--- src/rtl/hough_rd_pkg.sv ---
// rtl/hough_rd_pkg.sv - shared state encoding and count clamp for the point reader
package hough_rd_pkg;

   localparam logic [1:0] IDLE = 2'd0;
   localparam logic [1:0] RUN  = 2'd1;
   localparam logic [1:0] DONE = 2'd2;

   // A RAM of 2**addr_w entries can never hold more points than its depth,
   // so larger stored counts are limited to the full depth.
   function automatic int unsigned clamp_cnt(input int unsigned cnt, input int unsigned addr_w);
      int unsigned lim;
      lim = 32'd1 << addr_w;
      return (cnt > lim) ? lim : cnt;
   endfunction

endpackage

--- src/rtl/hough_rd_chan.sv ---
// rtl/hough_rd_chan.sv - one ROI channel: read FSM, address counter, count latch, latency pipe
module hough_rd_chan
   import hough_rd_pkg::*;
#(
   parameter int ADDR_W  = 8,
   parameter int RAM_LAT = 1
) (
   input  logic              clk,
   input  logic              rst_n,
   input  logic              start,
   input  logic              slot,
   input  logic [ADDR_W:0]   cnt_in,
   output logic              rd_en,
   output logic [ADDR_W-1:0] rd_addr,
   output logic              rd_last,
   output logic              data_vld,
   output logic              data_last,
   output logic              running,
   output logic              done_nxt
);

   logic [1:0]         state;
   logic [1:0]         state_nxt;
   logic [ADDR_W:0]    cnt_q;
   logic [ADDR_W:0]    cnt_clamp;
   logic [ADDR_W-1:0]  ctr_q;
   logic               is_last;
   logic               issue;
   logic [RAM_LAT-1:0] vld_sr;
   logic [RAM_LAT-1:0] last_sr;

   assign cnt_clamp = (ADDR_W+1)'(clamp_cnt(32'(cnt_in), ADDR_W));

   // The counter never passes cnt_q-1, so a full-depth count reads every address once without wrapping.
   assign is_last = ({1'b0, ctr_q} == (cnt_q - (ADDR_W+1)'(1)));

   // State register
   always_ff @(posedge clk or negedge rst_n) begin
      if (!rst_n) state <= IDLE;
      else        state <= state_nxt;
   end

   // Next state: a frame start always restarts the channel, even mid-run (abort)
   always_comb begin
      state_nxt = state;
      case (state)
         IDLE, DONE: begin
            if (start) state_nxt = (cnt_clamp == '0) ? DONE : RUN;
         end
         RUN: begin
            if (start)                state_nxt = (cnt_clamp == '0) ? DONE : RUN;
            else if (slot && is_last) state_nxt = DONE;
         end
         default: state_nxt = IDLE;
      endcase
   end

   // Output decode: a read is issued for every granted slot while running
   always_comb begin
      issue    = (state == RUN) && slot && !start;
      running  = (state == RUN);
      done_nxt = (state_nxt == DONE);
   end

   // Count latch and address counter
   always_ff @(posedge clk or negedge rst_n) begin
      if (!rst_n) begin
         cnt_q <= '0;
         ctr_q <= '0;
      end else if (start) begin
         cnt_q <= cnt_clamp;
         ctr_q <= '0;
      end else if (issue) begin
         ctr_q <= ctr_q + ADDR_W'(1);
      end
   end

   // Registered read strobes; the address holds between reads
   always_ff @(posedge clk or negedge rst_n) begin
      if (!rst_n) begin
         rd_en   <= 1'b0;
         rd_last <= 1'b0;
         rd_addr <= '0;
      end else begin
         rd_en   <= issue;
         rd_last <= issue && is_last;
         if (issue) rd_addr <= ctr_q;
      end
   end

   // Latency pipe aligning the valid/last strobes with RAM output data; keeps shifting through aborts
   always_ff @(posedge clk or negedge rst_n) begin
      if (!rst_n) begin
         vld_sr  <= '0;
         last_sr <= '0;
      end else begin
         vld_sr  <= RAM_LAT'({vld_sr, rd_en});
         last_sr <= RAM_LAT'({last_sr, rd_last});
      end
   end

   assign data_vld  = vld_sr[RAM_LAT-1];
   assign data_last = last_sr[RAM_LAT-1];

endmodule

--- src/rtl/hough_pt_reader.sv ---
// rtl/hough_pt_reader.sv - multi-channel feature-point RAM read-address generator
module hough_pt_reader
   import hough_rd_pkg::*;
#(
   parameter int NUM_CH  = 2,
   parameter int ADDR_W  = 8,
   parameter int RAM_LAT = 1
) (
   input  logic                       clk,
   input  logic                       rst_n,
   input  logic                       axis_vsync,
   input  logic                       axis_de,
   input  logic                       rd_hold,
   input  logic [NUM_CH*(ADDR_W+1)-1:0] pt_cnt,
   output logic [NUM_CH-1:0]          rd_en,
   output logic [NUM_CH*ADDR_W-1:0]   rd_addr,
   output logic [NUM_CH-1:0]          rd_last,
   output logic [NUM_CH-1:0]          data_vld,
   output logic [NUM_CH-1:0]          data_last,
   output logic                       frame_done,
   output logic                       abort
);

   localparam int CW = ADDR_W + 1;

   logic              vs_d;
   logic              vs_neg;
   logic              armed;
   logic              start;
   logic              slot;
   logic              pend;
   logic              any_run;
   logic              all_done;
   logic [NUM_CH-1:0] running;
   logic [NUM_CH-1:0] done_nxt;

   // Frame 0 RAM content is garbage, so the first falling vsync only arms the reader.
   assign vs_neg   = ~axis_vsync & vs_d;
   assign start    = vs_neg & armed;
   assign slot     = axis_de & ~rd_hold & ~vs_neg;
   assign any_run  = |running;
   assign all_done = &done_nxt;

   // Vsync edge detection and arming
   always_ff @(posedge clk or negedge rst_n) begin
      if (!rst_n) begin
         vs_d  <= 1'b0;
         armed <= 1'b0;
      end else begin
         vs_d <= axis_vsync;
         if (vs_neg) armed <= 1'b1;
      end
   end

   // Frame status: one done pulse per started frame, abort when a restart cuts a frame short
   always_ff @(posedge clk or negedge rst_n) begin
      if (!rst_n) begin
         abort      <= 1'b0;
         frame_done <= 1'b0;
         pend       <= 1'b0;
      end else begin
         abort      <= start & any_run;
         frame_done <= (start | pend) & all_done;
         if (start)         pend <= ~all_done;
         else if (all_done) pend <= 1'b0;
      end
   end

   // One reader per ROI channel, all sharing the same read slots
   for (genvar c = 0; c < NUM_CH; c++) begin : g_ch
      hough_rd_chan #(
         .ADDR_W  (ADDR_W),
         .RAM_LAT (RAM_LAT)
      ) u_chan (
         .clk       (clk),
         .rst_n     (rst_n),
         .start     (start),
         .slot      (slot),
         .cnt_in    (pt_cnt[c*CW +: CW]),
         .rd_en     (rd_en[c]),
         .rd_addr   (rd_addr[c*ADDR_W +: ADDR_W]),
         .rd_last   (rd_last[c]),
         .data_vld  (data_vld[c]),
         .data_last (data_last[c]),
         .running   (running[c]),
         .done_nxt  (done_nxt[c])
      );
   end

endmodule

--- config.mk ---
export PLATFORM = sky130hd
export DESIGN_NAME = hough_pt_reader
export DESIGN_NICKNAME = d
export VERILOG_FILES = /design/src/rtl/hough_rd_pkg.sv /design/src/rtl/hough_rd_chan.sv /design/src/rtl/hough_pt_reader.sv
export SDC_FILE = /design/constraint.sdc
export NUM_CORES = 1
export LEC_CHECK = 0
export ABC_CLOCK_PERIOD_IN_PS = 6600
export CORE_MARGIN = 1
export CORE_UTILIZATION = 25
export CTS_BUF_LIST = sky130_fd_sc_hd__clkbuf_8
export CTS_CLUSTER_DIAMETER = 60
export DETAILED_ROUTE_END_ITERATION = 10
export PLACE_DENSITY = 0.4
export SLEW_MARGIN = 20
export SYNTH_ARGS = -nofsm -noshare
export SYNTH_HDL_FRONTEND = slang
export SYNTH_HIERARCHICAL = 1
export SYNTH_SLANG_ARGS = --single-unit
--- constraint.sdc ---
create_clock -name clk -period 6.6 [get_ports clk]
set_input_delay 0.66 -clock clk [delete_from_list [all_inputs] [get_ports clk]]
set_output_delay 0.66 -clock clk [all_outputs]
set_load 0.01 [all_outputs]
# == Word level (Yosys, flattened, before mapping) ==
# Cells that the tools add are included.
# op_classes
n_bitwise,11
muxes,18
n_reduce_logical,20
eq_ne,8
order_cmp,2
add_sub_neg,4
# op_table
cell,n
8-bit 2-to-1 mux,4
8-bit by 9-bit == test with 1-bit output,2
"9-bit > comparator, second input constant",2
9-bit zero test,2
9-bit 2-to-1 mux,2
"9-bit by 1-bit subtractor with 9-bit output, second input constant",2
"8-bit by 1-bit adder with 8-bit output, second input constant",2
2-bit 2-to-1 mux,8
"2-bit == test, second input constant",4
1-bit logical AND,8
2-bit case mux with 2 select lines,2
1-bit AND,6
2-bit nonzero test,3
2-bit OR reduction,3
"2-bit by 1-bit == test with 1-bit output, second input constant",2
2-bit zero test,2
1-bit NOT,4
1-bit 2-to-1 mux,2
2-bit AND reduction,1
1-bit zero test,1
1-bit bitwise OR,1
# word_totals
out_inout_bits,26
register_bits,67

# == Logic depth before layout (Yosys ltp) ==
# Gate-level depths: netlist of the first run.
# logic_depth
word_depth,12
depth_mapped,8
mapped_depth_nobuf,8

# == Hierarchy ==
# The synthesis of the first run kept the hierarchy.
# modules_own_cells
module,seq_area_each_um2,n_inst,cells_per_inst,area_each_um2
hough_rd_chan,775.7,2,152,1560.2
hough_pt_reader,125.1,1,12,183.9

# == Least setup slack after synthesis of the first run ==
# Ideal clock, no wire load.
# synth_path
path_type,input port to flip-flop
from,in axis_vsync
to,reg g_ch[0].u_chan.state[0]
path_buffers,0
arrival_ps,2495
path_slack_ps,3979
setup_ps,126
cell_stages,7
cell_sequence,and2b_2 nor3b_1 inv_1 a2111oi_2 o2111ai_1 or4b_4 a221o_1
# synth_between
elab_chain_cells,8
elab_cells_between_ends,10
classes_between,mux (4); bitwise (5); reduce/logical (1)
# synth_lines
item,line_no,source
start: declaration,hough_pt_reader.sv:11,"input logic axis_vsync,"
1-bit NOT,hough_pt_reader.sv:38,assign vs_neg = ~axis_vsync & vs_d;
1-bit AND,hough_pt_reader.sv:38,
1-bit NOT,hough_pt_reader.sv:40,assign slot = axis_de & ~rd_hold & ~vs_neg;
1-bit AND,hough_pt_reader.sv:40,
named net slot,hough_pt_reader.sv:30,logic slot;
1-bit logical AND,hough_rd_chan.sv:52,else if (slot && is_last) state_nxt = DONE;
2-bit 2-to-1 mux,hough_rd_chan.sv:52,
2-bit 2-to-1 mux,hough_rd_chan.sv:51,if (start) state_nxt = (cnt_clamp == '0) ? DONE : RUN;
2-bit case mux with 2 select lines,hough_rd_chan.sv:46,case (state)
named net g_ch[0].u_chan.state_nxt[0],hough_rd_chan.sv:23,logic [1:0] state_nxt;
end signal: assignment,hough_rd_chan.sv:40,else state <= state_nxt;
end: declaration,hough_rd_chan.sv:22,logic [1:0] state;
# The timed path passes the listed nets, and every way through them passes these cells.
# A chain may end at the register's enable or synchronous reset.

# == Worst setup path after layout of the first run ==
# layout_path
from,in axis_vsync
to,reg frame_done
# layout_between
elab_chain_cells,11
elab_cells_between_ends,20
classes_between,eq/ne (2); mux (8); bitwise (7); reduce/logical (3)
# layout_lines
item,line_no,source
1-bit NOT,hough_pt_reader.sv:38,
1-bit AND,hough_pt_reader.sv:38,
1-bit NOT,hough_pt_reader.sv:40,
1-bit AND,hough_pt_reader.sv:40,
named net slot,hough_pt_reader.sv:30,
1-bit logical AND,hough_rd_chan.sv:52,
2-bit 2-to-1 mux,hough_rd_chan.sv:52,
2-bit 2-to-1 mux,hough_rd_chan.sv:51,
2-bit case mux with 2 select lines,hough_rd_chan.sv:46,
2-bit == test,hough_rd_chan.sv:62,done_nxt = (state_nxt == DONE);
named net done_nxt[1],hough_pt_reader.sv:35,logic [NUM_CH-1:0] done_nxt;
2-bit AND reduction,hough_pt_reader.sv:42,assign all_done = &done_nxt;
1-bit AND,hough_pt_reader.sv:63,frame_done <= (start | pend) & all_done;
end signal: assignment,hough_pt_reader.sv:63,
end: declaration,hough_pt_reader.sv:20,"output logic frame_done,"
# The timed path passes the listed nets, and every way through them passes these cells.

==> results.ini, run 1 <==
[clock_tree]
ctsResizeCount = 0
cts.sinks = 67
cts_setup_buffers = 0
htree_levels = 3
cts_inserted_buffers = 9
root_buffer = clkbuf_8
hold_buffers = 0
cts_tree = built
clock_path_buffers = 2
insertion_delay_ns = 0.35
clkTransAtPathRegs_ns = 0.08

[timing]
setup_ws_ns = 3.27
holdWs_ns = 0.384
tightest_slew_ns = 0.876
hold_viol = 0
final-setup-viol-count = 0
skew_ns = 0.0107
drv_slew = 0
fmax_ghz = 0.300
final.setup.tns_ns = 0
rsz0062_at_grt = false
min_period_ns = 3.33
period_share_pct = 50.5
relSlewSlack_pct = 41.6

[global_routing]
overflow = 0
grt_use_total_pct = 12.4
antenna_found_initial = 0
grt_pass1_wl_microns = 12900
grt_max_degree = 68
grt_pass1_vias = 2549

[logic_synthesis]
synthCells = 316
syn_area_sq_um = 3300
synth-edff-count = 0
syn_nets = 343
synth_flop_cell = dfrtp_1
synth_top_area_share_pct = 50.7
ys_types = 41
synth.area.top_cells = dfrtp_1 51%, mux2_2 6.1%, xor2_1 3.7%, xnor2_1 3.2%, o22ai_1 3.0%
synth_common_cells = 67 x dfrtp_1, 24 x nand2_1, 24 x nor2_1
yosysSeqAreaShare_pct = 50.7
synth.most_common_cell = dfrtp_1
post-synth-top-area-cell = dfrtp_1
yosysWarnings = 6
ys_ff_latch = 67
syn_area_per_cell_sq_um = 10.5
synth_async_sr_flop_share_pct = 100

[power_and_ir_drop]
power_leakage_nw = 1.75
ir_drop_mv = 0.104
combPwrFrac_pct = 16.4
total_power_mw = 1.09
internal-power_mw = 0.797
switchingPower_mw = 0.294
power_density_nw_per_um2 = 259
p_clk_share_pct = 39.9
seqPwrFrac_pct = 43.8
switching_share_pct = 27.0

[floorplanning]
die_w_microns = 117
rows = 41
ioPinCount = 49
coreArea_sq_um = 12800
die_area_sq_um = 13700
dieHeight_microns = 117
start_util_pct = 25.9

[placement]
place_ws_ns = 2.92
io_buffers = 48
place_area_sq_um = 3960
placed_cells = 524
dp_hpwl_microns = 5220
gp_congestion = 0.759

[hold_path]
min_from = g_ch[0].u_chan/rd_last
hold_path.class = flip-flop to flip-flop

[final_layout]
seqCellArea_sq_um = 1680
fin_cells = 540
fillers = 1319
drive_gt1_share_pct = 13.0
final_cell_area_sq_um = 4210
antenna_cells = 0
fin_nets = 390
fin_util_pct = 32.9
syn2layout_area_growth_pct = 27.3
multi_input_area_sq_um = 1510

[setup_path]
crit_family = simple AND/OR/NAND/NOR gates
cp_data_required_time_ns = 6.88
cp.arrival_ns = 3.62
critPathLaunchType = input pin
cp-startpoint = axis_vsync
end_kind = flip-flop
critPathMaxStageDelay_ns = 0.62
cp_slowest_cell = nor3b_1
critical_path_class = input pin to flip-flop
worstPathMaxFanout = 4
path_cells = clkdlybuf4s50_1, and2b_2, nor3b_1, inv_1, a2111oi_2, o2111ai_1, or4b_4, o21ai_0, o211a_1
rr_startpoint = vs_d
critical_path_buf_inv_count = 2

[detailed_routing]
detail-route-antenna-nets = 0
firstDrtPassIters = 5
routed_via_density = 4.49
drtIter0Drc = 67
drt_wl_total_microns = 7680
wl_per_cell_microns = 14.2
post-route-drc-count = 0
dr_total_vias = 2424

[outcome]
outcome = completed

[run]
cap_violations = 0

[worst reg2reg max path, cell delays in order, from the launching register on]
cell       delay, ns
dfrtp_1         0.38
and2b_2         0.20
nor3b_1         0.62
inv_1           0.12
a2111oi_2       0.35
o2111ai_1       0.17
or4b_4          0.52
o21ai_0         0.27
o211a_1         0.20
[area by class of cell]
type                       instances  area share [%]
inverter                          18            1.61
clock inverter                     6            2.65
sequential                        67            39.9
timing repair buffer              50            11.7
clock buffer                      10            3.27
multi-input combinational        217            35.8
tap                              172            5.12
[cells by family (layout without fill, tap and decap cells)]
kind of cell / count (synthesis) / count (layout) / synth area share (%)
simple gates: 114 / 114 / 19.7
flops: 67 / 67 / 50.7
xor+xnor: 26 / 26 / 6.89
compound gates: 53 / 53 / 10.8
fa+ha+maj: 4 / 4 / 1.51
mux: 20 / 20 / 6.74
buf+inv: 32 / 84 / 3.63
[metal layers]
layer	up-vias	track usage, %	wire [microns]
met1	1174	17.9	4100
li1	1209	-	-
met2	36	18.3	3270
met5	-	0	0
met4	0	4.56	106
met3	5	2.68	207
[cells in the final DEF (no fill, tap or decap), types with 6 or more instances in the layout]
cell / count
xor2_1: 14
nor2_1: 24
nor2b_1: 8
o22ai_1: 16
nor3b_1: 9
nand4_1: 6
a21oi_1: 10
clkdlybuf4s50_1: 47
inv_1: 18
dfrtp_1: 67
nand2_1: 24
clkbuf_8: 10
o21ai_0: 12
mux2_2: 18
xnor2_1: 12
nand3_1: 6
[power groups by stage]
stage | registers (mW) | clock network, mW | logic, mW
floorplan | 0.479 | 0 | 0.113
global placement | 0.486 | 0 | 0.181
detailed placement | 0.485 | 0 | 0.180
CTS | 0.478 | 0.448 | 0.182
global route | 0.483 | 0.471 | 0.203
finish | 0.477 | 0.435 | 0.179
[state kept, by name (all words and copies together), names as in the netlist]
signal / count
vs_d: 1
g_ch.u_chan/data_vld: 2
g_ch.u_chan/data_last: 2
pend: 1
g_ch.u_chan/cnt_q: 18
g_ch.u_chan/state: 4
g_ch.u_chan/ctr_q: 16
frame_done: 1
abort: 1
g_ch.u_chan/rd_last: 2
g_ch.u_chan/rd_en: 2
g_ch.u_chan/rd_addr: 16
armed: 1
[path summary, 6_finish.rpt]
path	to	slack, ns	depth (start not counted)
worst max-delay path	frame_done	3.27	9
worst min-delay path	g_ch[0].u_chan/data_last	0.38	0
worst max register to register	frame_done	3.73	8
worst min register to register	g_ch[0].u_chan/data_last	0.38	0
max in group asynchronous	g_ch[0].u_chan/ctr_q[6]	5.53	2
min in group asynchronous	g_ch[1].u_chan/rd_addr[3]	0.52	2
Note: power is estimated with default switching activity, not from simulation.
==> run 2, diff against run 1 <==
--- a/config.mk
+++ b/config.mk
@@ -5,7 +5,7 @@
 export SDC_FILE = /design/constraint.sdc
 export NUM_CORES = 1
 export LEC_CHECK = 0
-export ABC_CLOCK_PERIOD_IN_PS = 6600
+export ABC_CLOCK_PERIOD_IN_PS = 3150
 export CORE_MARGIN = 1
 export CORE_UTILIZATION = 25
 export CTS_BUF_LIST = sky130_fd_sc_hd__clkbuf_8
==> constraint.sdc (replaced) <==
create_clock -name clk -period 3.15 [get_ports clk]
set_input_delay 0.315 -clock clk [delete_from_list [all_inputs] [get_ports clk]]
set_output_delay 0.315 -clock clk [all_outputs]
set_load 0.01 [all_outputs]
==> results.ini, run 2 (synthesis gave the netlist of run 1 again) <==
[setup_path]
cp_data_required_time_ns = 3.45
critPathMaxStageDelay_ns = 0.52
cp-startpoint = axis_vsync
ff2ff_path_depth = 9
rr_endpoint = frame_done
rr_startpoint = vs_d
rrSetupSlack_ns = 0.70
path_cells = clkdlybuf4s50_1, and2b_2, nor3b_1, buf_4, inv_1, a2111oi_2, o2111ai_1, or4b_4, o21ai_0, o211a_1
critPathLaunchType = input pin
cp_slowest_cell = or4b_4
end_kind = flip-flop
crit_end = frame_done
cp.arrival_ns = 2.87
worstPathMaxFanout = 4
critical_path_class = input pin to flip-flop

[placement]
gp_congestion = 0.741
placed_cells = 530
io_buffers = 48
dp_hpwl_microns = 5630

[timing]
skew_ns = 0.00999
final.setup.tns_ns = 0
hold_viol = 0
rsz0062_at_grt = false
holdWs_ns = 0.385
final-setup-viol-count = 0
min_period_ns = 2.58
drv_slew = 0
period_share_pct = 81.8
tightest_slew_ns = 0.527
relSlewSlack_pct = 64.9
fmax_ghz = 0.388

[global_routing]
antenna_found_initial = 0
grt_pass1_vias = 2530
grt_use_total_pct = 12.7
grt_max_degree = 30
overflow = 0
grt_pass1_wl_microns = 12800

[final_layout]
final_common_cell = dfrtp_1
largest_register_ffs = 18
largest_registers = g_ch.u_chan/cnt_q: 18 flops, g_ch.u_chan/ctr_q: 16 flops, g_ch.u_chan/rd_addr: 16 flops
fin_nets = 397
multi_input_area_sq_um = 1510
fin_cells = 547
seqCellArea_sq_um = 1680
syn2layout_area_growth_pct = 28.3
fillers = 1307
drive_gt1_share_pct = 14.1
antenna_cells = 0
regMostFlops = g_ch.u_chan/cnt_q
final_cell_mix = 67 x dfrtp_1, 47 x clkdlybuf4s50_1, 24 x nor2_1, 24 x nand2_1, 19 x inv_1

[floorplanning]
die_w_microns = 117
start_util_pct = 25.9
dieHeight_microns = 117
rows = 41
coreArea_sq_um = 12800
die_area_sq_um = 13700
ioPinCount = 49

[detailed_routing]
drt_wl_total_microns = 7860
firstDrtPassIters = 4
routed_via_density = 4.54
dr_total_vias = 2484
drtIter0Drc = 85
wl_per_cell_microns = 14.4
post-route-drc-count = 0
detail-route-antenna-nets = 0

[hold_path]
hold_path.class = flip-flop to flip-flop
min_from = g_ch[0].u_chan/rd_last

[clock_tree]
clkTransAtPathRegs_ns = 0.08
cts_setup_buffers = 0
cts.sinks = 67
insertion_delay_ns = 0.35
cts_tree = built
htree_levels = 3
ctsResizeCount = 0
hold_buffers = 1
clock_path_buffers = 2
root_buffer = clkbuf_8
cts_inserted_buffers = 9

[run]
cap_violations = 0

[outcome]
outcome = completed

[power_and_ir_drop]
power_density_nw_per_um2 = 522
power_leakage_nw = 1.78
ir_drop_mv = 0.239

[run 2: worst min-delay path by stage]
stage               depth (start not counted)  slack, ns                   endpoint
detailed placement                          1       0.33  g_ch[1].u_chan/rd_addr[5]
finish                                      0       0.39   g_ch[0].u_chan/data_last
CTS                                         0       0.40   g_ch[0].u_chan/data_last
global route                                0       0.40   g_ch[1].u_chan/data_last
global placement                            1       0.33  g_ch[1].u_chan/rd_addr[3]
floorplan                                   0       0.02                      abort
[run 2: worst max-delay path, delay by kind of cell]
family,cells,cell delay [ns]
AO/OA/AOI/OAI,4,0.92
AND/OR/NAND/NOR,3,0.95
buffers and inverters,3,0.69
[run 2: area by class of cell]
class | count | share of cell area [%]
Clock inverter | 5 | 1.80
Timing Repair Buffer | 57 | 12.9
Clock buffer | 11 | 3.57
Multi-Input combinational cell | 217 | 35.6
Inverter | 18 | 1.59
Sequential cell | 67 | 39.5
Tap cell | 172 | 5.08
[run 2: per-layer routing]
metal / track usage (%) / up-vias / wire (microns)
met5: 0 / - / 0
met4: 6.75 / 0 / 166
met3: 3.04 / 11 / 266
met2: 18.7 / 48 / 3430
met1: 17.3 / 1200 / 4000
li1: - / 1225 / -
[run 2: through the flow]
stage          utilization [%]  worst slack, ns  cell area, sq um  power [mW]
3_3_place_gp              31.3            0.173              4000        1.40
2_1_floorplan                -            0.854              3300        1.24
5_1_grt                   33.2            0.370              4240        2.34
3_5_place_dp              31.3            0.163              4000        1.40
4_1_cts                   33.2            0.534              4240        2.25
6_report                  33.2            0.574              4240        2.21
[run 2: where the power goes]
part	switching [mW]	total, mW	internal (mW)
clock	0.343	0.828	0.485
sequential	0.0759	1.00	0.924
combinational	0.184	0.385	0.202
